$ cat src/rtl/game_pkg.sv
// Shared definitions for the line-clear path of the falling-block game.
// Contents: default playfield size, sequencer state type, the score
// increment table and a helper that turns a row index into the LSB
// position of that row in a flattened ROWS*COLS occupancy vector.
package game_pkg;

  localparam int DEF_ROWS = 20;
  localparam int DEF_COLS = 12;

  typedef enum logic [2:0] {
    IDLE,
    SCAN,
    FLASH,
    COLLAPSE,
    DONE
  } state_t;

  // Points awarded for k simultaneously cleared lines.
  function automatic logic [3:0] score_for_lines(input logic [4:0] k);
    logic [3:0] s;
    case (k)
      5'd0:    s = 4'd0;
      5'd1:    s = 4'd1;
      5'd2:    s = 4'd3;
      5'd3:    s = 4'd5;
      default: s = 4'd8;
    endcase
    return s;
  endfunction

  // Bit r*cols+c holds row r, column c; this returns the LSB of row r.
  function automatic int row_lsb(input int row, input int cols);
    return row * cols;
  endfunction

endpackage

$ cat src/rtl/line_clear_flash_timer.sv
// Blink timer for the flash phase of a line clear.
// Ports:
//   clk, rst  - system clock, synchronous active-high reset
//   en        - high while the sequencer is flashing; low re-arms the timer
//   phase     - 1 for the lit half-period, 0 for the dark one; starts at 1
//   finished  - one-cycle pulse during the last cycle of the last half-period
module line_clear_flash_timer #(
  parameter int FLASH_PERIOD = 12_500_000,
  parameter int FLASH_BLINKS = 3
) (
  input  logic clk,
  input  logic rst,
  input  logic en,
  output logic phase,
  output logic finished
);

  localparam int CW     = (FLASH_PERIOD > 1) ? $clog2(FLASH_PERIOD) : 1;
  localparam int HALVES = 2 * FLASH_BLINKS;
  localparam int HW     = (HALVES > 1) ? $clog2(HALVES) : 1;
  localparam logic [CW-1:0] RELOAD = CW'(FLASH_PERIOD - 1);
  localparam logic [HW-1:0] LAST   = HW'(HALVES - 1);

  logic [CW-1:0] cnt;
  logic [HW-1:0] half_cnt;
  logic          tc;

  assign tc       = (cnt == '0);
  assign finished = en && tc && (half_cnt == LAST);

  // Holding the timer in its armed state while disabled guarantees every
  // flash sequence begins with a full lit half-period.
  always_ff @(posedge clk) begin
    if (rst || !en) begin
      cnt      <= RELOAD;
      half_cnt <= '0;
      phase    <= 1'b1;
    end else if (tc) begin
      cnt      <= RELOAD;
      half_cnt <= half_cnt + HW'(1);
      phase    <= ~phase;
    end else begin
      cnt <= cnt - CW'(1);
    end
  end

endmodule

$ cat src/rtl/line_clear_sequencer.sv
// Row-clear sequencer: snapshots the playfield after a piece locks, finds
// full rows, blinks them on the flash plane, collapses the survivors
// downward and writes the result back with a one-cycle strobe.
// Ports:
//   clk, rst       - system clock, synchronous active-high reset
//   start          - one-cycle lock pulse; matrix_in is sampled with it
//   matrix_in      - occupancy snapshot, bit r*COLS+c = row r, col c
//   matrix_out     - collapsed playfield, valid with matrix_we, then held
//   matrix_we      - one-cycle write strobe
//   flash_out      - flash plane, same layout as matrix_in
//   busy           - high while an operation is in progress
//   done           - one-cycle completion pulse (with matrix_we)
//   lines_cleared  - number of full rows found, held until next start
//   score_inc      - score increment for those rows, held likewise
//
// state    | meaning
// ---------+-----------------------------------------------------------
// IDLE     | waiting for start
// SCAN     | one row per cycle builds full_mask, then one decision cycle
// FLASH    | full rows blink on flash_out under the blink timer
// COLLAPSE | survivors copied bottom-up into new_mat, full rows skipped
// DONE     | result presented with matrix_we/done for one cycle
module line_clear_sequencer
  import game_pkg::*;
#(
  parameter int ROWS         = DEF_ROWS,
  parameter int COLS         = DEF_COLS,
  parameter int FLASH_PERIOD = 12_500_000,
  parameter int FLASH_BLINKS = 3
) (
  input  logic                 clk,
  input  logic                 rst,
  input  logic                 start,
  input  logic [ROWS*COLS-1:0] matrix_in,
  output logic [ROWS*COLS-1:0] matrix_out,
  output logic                 matrix_we,
  output logic [ROWS*COLS-1:0] flash_out,
  output logic                 busy,
  output logic                 done,
  output logic [4:0]           lines_cleared,
  output logic [3:0]           score_inc
);

  localparam int N  = ROWS * COLS;
  localparam int IW = $clog2(ROWS + 1);  // row_idx must reach ROWS
  localparam int PW = $clog2(ROWS) + 1;  // signed, one step below zero

  state_t state, state_nxt;

  logic [N-1:0]           work;
  logic [N-1:0]           new_mat;
  logic [ROWS-1:0]        full_mask;
  logic [IW-1:0]          row_idx;
  logic signed [PW-1:0]   src, dst;
  logic [PW-2:0]          src_u, dst_u;

  logic            phase, flash_fin;
  logic            scan_end, row_full;
  logic            src_valid, src_full, coll_write, coll_last;
  logic [COLS-1:0] coll_row;
  logic [4:0]      k_lines;

  line_clear_flash_timer #(
    .FLASH_PERIOD (FLASH_PERIOD),
    .FLASH_BLINKS (FLASH_BLINKS)
  ) u_flash_timer (
    .clk      (clk),
    .rst      (rst),
    .en       (state == FLASH),
    .phase    (phase),
    .finished (flash_fin)
  );

  assign scan_end   = (row_idx == IW'(ROWS));
  assign row_full   = &work[row_lsb(int'(row_idx), COLS) +: COLS];
  assign k_lines    = 5'($countones(full_mask));

  // Once src runs past the top row the remaining destinations are filled
  // with empty rows.
  assign src_u      = src[PW-2:0];
  assign dst_u      = dst[PW-2:0];
  assign src_valid  = ~src[PW-1];
  assign src_full   = src_valid && full_mask[src_u];
  assign coll_write = ~src_full;
  assign coll_last  = coll_write && (dst == '0);
  assign coll_row   = src_valid ? work[row_lsb(int'(src_u), COLS) +: COLS] : '0;

  always_ff @(posedge clk) begin
    if (rst) state <= IDLE;
    else     state <= state_nxt;
  end

  always_comb begin
    state_nxt = state;
    case (state)
      IDLE:     if (start)     state_nxt = SCAN;
      SCAN:     if (scan_end)  state_nxt = (full_mask == '0) ? DONE : FLASH;
      FLASH:    if (flash_fin) state_nxt = COLLAPSE;
      COLLAPSE: if (coll_last) state_nxt = DONE;
      DONE:                    state_nxt = IDLE;
      default:                 state_nxt = IDLE;
    endcase
  end

  always_comb begin
    busy      = (state != IDLE);
    done      = (state == DONE);
    matrix_we = (state == DONE);
    flash_out = '0;
    for (int r = 0; r < ROWS; r++) begin
      flash_out[row_lsb(r, COLS) +: COLS] =
        {COLS{(state == FLASH) && phase && full_mask[r]}};
    end
  end

  always_ff @(posedge clk) begin
    if (rst) begin
      work          <= '0;
      new_mat       <= '0;
      full_mask     <= '0;
      row_idx       <= '0;
      src           <= '0;
      dst           <= '0;
      matrix_out    <= '0;
      lines_cleared <= '0;
      score_inc     <= '0;
    end else begin
      case (state)
        IDLE: begin
          if (start) begin
            work          <= matrix_in;
            full_mask     <= '0;
            row_idx       <= '0;
            matrix_out    <= '0;
            lines_cleared <= '0;
            score_inc     <= '0;
          end
        end
        SCAN: begin
          if (!scan_end) begin
            full_mask[row_idx] <= row_full;
            row_idx            <= row_idx + IW'(1);
          end else if (full_mask == '0) begin
            matrix_out <= work;
          end
        end
        FLASH: begin
          if (flash_fin) begin
            src     <= PW'(ROWS - 1);
            dst     <= PW'(ROWS - 1);
            new_mat <= '0;
          end
        end
        COLLAPSE: begin
          if (src_valid) src <= src - PW'(1);
          if (coll_write) begin
            new_mat[row_lsb(int'(dst_u), COLS) +: COLS] <= coll_row;
            dst <= dst - PW'(1);
          end
          // The final write always lands in row 0, so the result can be
          // published on the same edge without waiting for new_mat.
          if (coll_last) begin
            matrix_out    <= {new_mat[N-1:COLS], coll_row};
            lines_cleared <= k_lines;
            score_inc     <= score_for_lines(k_lines);
          end
        end
        default: ;
      endcase
    end
  end

endmodule

$ cat config.mk
export PLATFORM = sky130hd
export DESIGN_NAME = line_clear_sequencer
export DESIGN_NICKNAME = d
export VERILOG_FILES = /design/src/rtl/game_pkg.sv /design/src/rtl/line_clear_flash_timer.sv /design/src/rtl/line_clear_sequencer.sv
export SDC_FILE = /design/constraint.sdc
export NUM_CORES = 2
export LEC_CHECK = 0
export CELL_PAD_IN_SITES_DETAIL_PLACEMENT = 1
export CELL_PAD_IN_SITES_GLOBAL_PLACEMENT = 2
export CORE_MARGIN = 10
export CORE_UTILIZATION = 32
export DETAILED_ROUTE_END_ITERATION = 7
export PLACE_DENSITY = 0.86
export SYNTH_ARGS = -nofsm -noshare
export SYNTH_HDL_FRONTEND = slang
export SYNTH_SLANG_ARGS = --single-unit
$ cat constraint.sdc
create_clock -name clk -period 5.8 [get_ports clk]
set_input_delay 1.16 -clock clk [delete_from_list [all_inputs] [get_ports clk]]
set_output_delay 1.16 -clock clk [all_outputs]
set_load 0.01 [all_outputs]
==> impl_metrics.csv <==
group,metric,value,unit
synthesis,synthDistinctLibCells,82,
power_and_ir_drop,clockPowerShare,44.4,%
sta,fmax,218,MHz
die,core-area,120000,sq um
clocking,cts_made_buffers,89,
worst_setup_path,cpPeakStageDelay,0.55,ns
worst_setup_path,critical_path_arrival,5.12,ns
sta,worst-slew-pin-transition,1.33,ns
die,num_rows,127,
synthesis,post_synth_fa_ha_maj_area_fraction,1.72,%
synthesis,postSynth.topFlopCell,"dfxtp_1",
hold_path,min_to,"u_flash_timer.cnt[0]$_SDFF_PP1_",
clocking,htree_levels,3,
synthesis,syn-cell-area,38700,sq um
clocking,clk-insertion-delay-late,0.70,ns
routing,drt_pre_antenna_iters,6,
synthesis,synth_seq_area_share,40.7,%
synthesis,synth-warning-count,0,
sta,finalClockSkew,0.0334,ns
cells_and_area,area_delta_synth_final,28.4,%
sta,finalSetupViolCount,0,
worst_setup_path,endpoint_kind,"flip-flop",
worst_setup_path,cp_num_buf_inv,2,
worst_setup_path,slowest_stage,"fa_1",
cells_and_area,most_common_library_cell_in_the_layout_ignoring_fill_and_taps,"dfxtp_1",
routing,routedWlPerCell,30.4,um
worst_setup_path,worst_ep_required_time,6.33,ns
synthesis,synth-simple-area-share,17.2,%
power_and_ir_drop,power.switching_fraction,27.8,%
routing,drt-met1-wl,74900,um
global_route,grt_first_pass_wirelength,276000,um
routing,dr.max_layer_used,"met5",
sta,setup_total_negative_slack,0,ns
routing,met3_length,17700,um
power_and_ir_drop,design_power,13000,uW
synthesis,synthMuxAreaShare,16.0,%
cells_and_area,drive_above_1_share,10.0,%
cells_and_area,fillers,13700,
sta,fin_crit_sh,79.1,%
power_and_ir_drop,switching_power,3620,uW
routing,postRouteAntennaNets,0,
sta,period_minus_slack,4.59,ns
clocking,clock_tree.root_cell,"clkbuf_16",
placement,port_buffers,734,
synthesis,syn-num-nets,4634,
routing,detailroute.wirelength.met2,92800,um
routing,totalWireLength,197000,um
power_and_ir_drop,pwr-share-comb,11.1,%
synthesis,synth_edf_count,0,
power_and_ir_drop,power.sequential.fraction,44.4,%
cells_and_area,net_count_of_the_finished_layout,5086,
clocking,cts_hold_buf,0,
sta,worst_hold_slack,0.428,ns
worst_setup_path,cell_type_with_the_highest_occurrence_count_on_the_critical_path,"fa_1",
outcome,outcome,"finished, final reports clean",
placement,place_worst_setup_slack,1.20,ns
hold_path,hold_start,"u_flash_timer.cnt[0]$_SDFF_PP1_",
clocking,cts.reportedPaths.clkPinSlew,0.05,ns
synthesis,post_synth_arst_share,0,%
clocking,cts_max_path_buffers,3,
global_route,pin_count_of_the_biggest_net_entering_global_routing,165,
global_route,grt.total_usage,27.7,%
die,top_level_ports,735,
synthesis,dominant_combinational_cell_family_by_area_after_synthesis,"simple AND/OR/NAND/NOR gates",
placement,detailed_place_hpwl,152000,um
cells_and_area,utilization,41.4,%
sta,pins_over_slew_limit,0,
routing,detail_route.vias_per_cell,5.70,
die,dieHeight,368,um
global_route,globalRouteOverflowTotal,0,
die,floorplan.die_area,135000,sq um
synthesis,post_synth.cell_area_avg,8.89,sq um
placement,finalWeightedCongestion,1.02,
clocking,cts.repair_timing.setup_buffer_count,0,
sta,hold_violations,0,
power_and_ir_drop,cell_internal_pwr,9410,uW
worst_setup_path,crit-reg2reg-launch,"full_mask[5]$_SDFFE_PP0P_",
hold_path,hold_depth,1,
worst_setup_path,timing.critical_path.max_delay_family,"adder cells",
sta,slew_headroom,11.1,%
clocking,post_cts.resized_instances,0,
flow_run,max_cap_violations,0,
global_route,grt_pass1_vias,36800,
power_and_ir_drop,max-vdd-ir-drop,222,uV
hold_path,timing.hold.worst.class,"reg2reg",
cells_and_area,layout.cells.most_common_list,"dfxtp_1, nand2_1, clkdlybuf4s50_1",
synthesis,synth-compound-area-share,14.8,%
worst_setup_path,cp-start-kind,"flip-flop",
worst_setup_path,path_class,"reg2reg",
routing,drtIter0Drc,3726,
global_route,number_of_antenna_violations_at_the_first_check_in_global_routing,12,
worst_setup_path,crit_chain,"inv_1 -> fa_1 -> fa_1 -> fa_1 -> fa_1 -> fa_1 -> inv_1 -> ha_1 -> fa_1 -> a21o_1 -> a21oi_1 -> and3_1 -> nor3_1 -> a21oi_1 -> nor2_1",
power_and_ir_drop,power.leakage,0.0166,uW
routing,detailed_route_drc_error_count,0,
worst_setup_path,crit_path_max_fanout,5,
power_and_ir_drop,power.density_cell_area,263,nW/um^2
synthesis,ys_seq_elements,785,
clocking,clock_tree_from_tritoncts,"yes",
routing,via_count,36900,
clocking,cts_num_sinks,785,
synthesis,netlist_instances,4347,
die,initial_core_util,32.2,%
worst_setup_path,worst-r2r-cell-count,15,
sta,finalWorstSetupSlack,1.21,ns
sta,grt_setup_unrepaired,"no",
die,die_outline_width,368,um
worst_setup_path,r2r-end,"score_inc[3]$_SDFFE_PP0P_",
synthesis,post_synth_xor_area_fraction,0.994,%
worst_setup_path,ff2ff_setup_slack,1.21,ns
## cell type report
cell class | instances | area, sq um | share of cell area, %
Antenna cell | 1 | 2.50 | 0.00504
Clock buffer | 123 | 2550 | 5.13
Clock inverter | 36 | 387 | 0.779
Inverter | 47 | 184 | 0.371
Multi-Input combinational cell | 2943 | 19700 | 39.7
Sequential cell | 785 | 15700 | 31.7
Tap cell | 1612 | 2020 | 4.06
Timing Repair Buffer | 933 | 9070 | 18.3
## worst reg2reg max path, stage by stage, from the launching register on
cell and delay, ns:
dfxtp_1 0.39, inv_1 0.09, fa_1 0.55, fa_1 0.44, fa_1 0.55, fa_1 0.43
fa_1 0.49, inv_1 0.04, ha_1 0.20, fa_1 0.41, a21o_1 0.17, a21oi_1 0.17
and3_1 0.24, nor3_1 0.06, a21oi_1 0.15, nor2_1 0.05
## kinds of logic after synthesis
| family | after synthesis |
|---|---|
| buf+inv | 619 |
| flops | 785 |
| mux | 504 |
| simple gates | 1478 |
| xor+xnor | 43 |
| fa+ha+maj | 44 |
| compound gates | 874 |
## cell usage after synthesis, types with 8 or more instances
cell type / instances / area [sq um]
nor3_1: 43 / 215
o31ai_1: 251 / 1880
inv_1: 42 / 158
nand2b_1: 19 / 119
a22o_1: 13 / 114
mux4_2: 92 / 2070
and3_1: 39 / 244
xor2_1: 10 / 87.6
xnor2_1: 32 / 280
buf_4: 235 / 1760
o32ai_1: 8 / 70.1
dfxtp_1: 785 / 15700
nor4_1: 17 / 106
a221oi_1: 8 / 70.1
buf_1: 19 / 71.3
clkbuf_1: 279 / 1050
mux2i_1: 409 / 4090
buf_6: 12 / 135
nand2_1: 760 / 2850
a21oi_1: 289 / 1450
nand3_1: 406 / 2030
a2bb2oi_1: 8 / 70.1
o21ai_0: 133 / 666
o211ai_1: 15 / 113
fa_1: 15 / 300
nor2b_1: 21 / 131
or3_1: 11 / 68.8
o2bb2ai_1: 16 / 140
a21o_1: 12 / 90.1
a211oi_1: 9 / 67.6
a31oi_1: 9 / 56.3
and2_1: 22 / 138
ha_1: 29 / 363
nand4_1: 13 / 81.3
a22oi_1: 26 / 195
nor2_1: 88 / 330
buf_2: 27 / 135
a32o_1: 21 / 210
## power by group through the flow
| stage | registers [uW] | logic (uW) | clock network [uW] |
|---|---|---|---|
| after detailed placement | 5890 | 1440 | 0 |
| final | 5790 | 1450 | 5790 |
| after floorplan | 5770 | 769 | 0 |
| after global routing | 5790 | 1530 | 6100 |
| after CTS | 5770 | 1440 | 5860 |
| after global placement | 5880 | 1420 | 0 |
## per-layer routing
layer | global-route usage, % | vias to the layer above
met2 | 45.9 | 1804
met3 | 6.67 | 411
met5 | 0 | -
li1 | - | 16200
met1 | 32.8 | 18500
met4 | 15.0 | 14
## registers in the layout (all words and copies together), names as in the netlist
name	count
u_flash_timer.phase	1
lines_cleared	5
score_inc	4
row_idx	5
u_flash_timer.cnt	24
u_flash_timer.half_cnt	3
state	3
full_mask	20
src	6
new_mat	228
dst	6
work	240
matrix_out	240
## worst max path at each step
| stage | endpoint | slack [ns] | startpoint | cells after the start |
|---|---|---|---|---|
| global route | score_inc[3]$_SDFFE_PP0P_ | 1.02 | full_mask[5]$_SDFFE_PP0P_ | 15 |
| finish | score_inc[3]$_SDFFE_PP0P_ | 1.21 | full_mask[5]$_SDFFE_PP0P_ | 15 |
| floorplan | score_inc[3]$_SDFFE_PP0P_ | 1.48 | full_mask[5]$_SDFFE_PP0P_ | 15 |
| detailed placement | score_inc[3]$_SDFFE_PP0P_ | 1.20 | full_mask[5]$_SDFFE_PP0P_ | 15 |
| global placement | score_inc[3]$_SDFFE_PP0P_ | 1.22 | full_mask[5]$_SDFFE_PP0P_ | 15 |
| CTS | score_inc[3]$_SDFFE_PP0P_ | 1.18 | full_mask[5]$_SDFFE_PP0P_ | 15 |
## stage by stage
step,instances,area (sq um)
2_1_floorplan,4347,38700
3_3_place_gp,6320,46700
3_5_place_dp,6320,46700
4_1_cts,6479,49600
5_1_grt,6479,49600
6_report,6480,49600
Power figures use the tool's default switching activity.
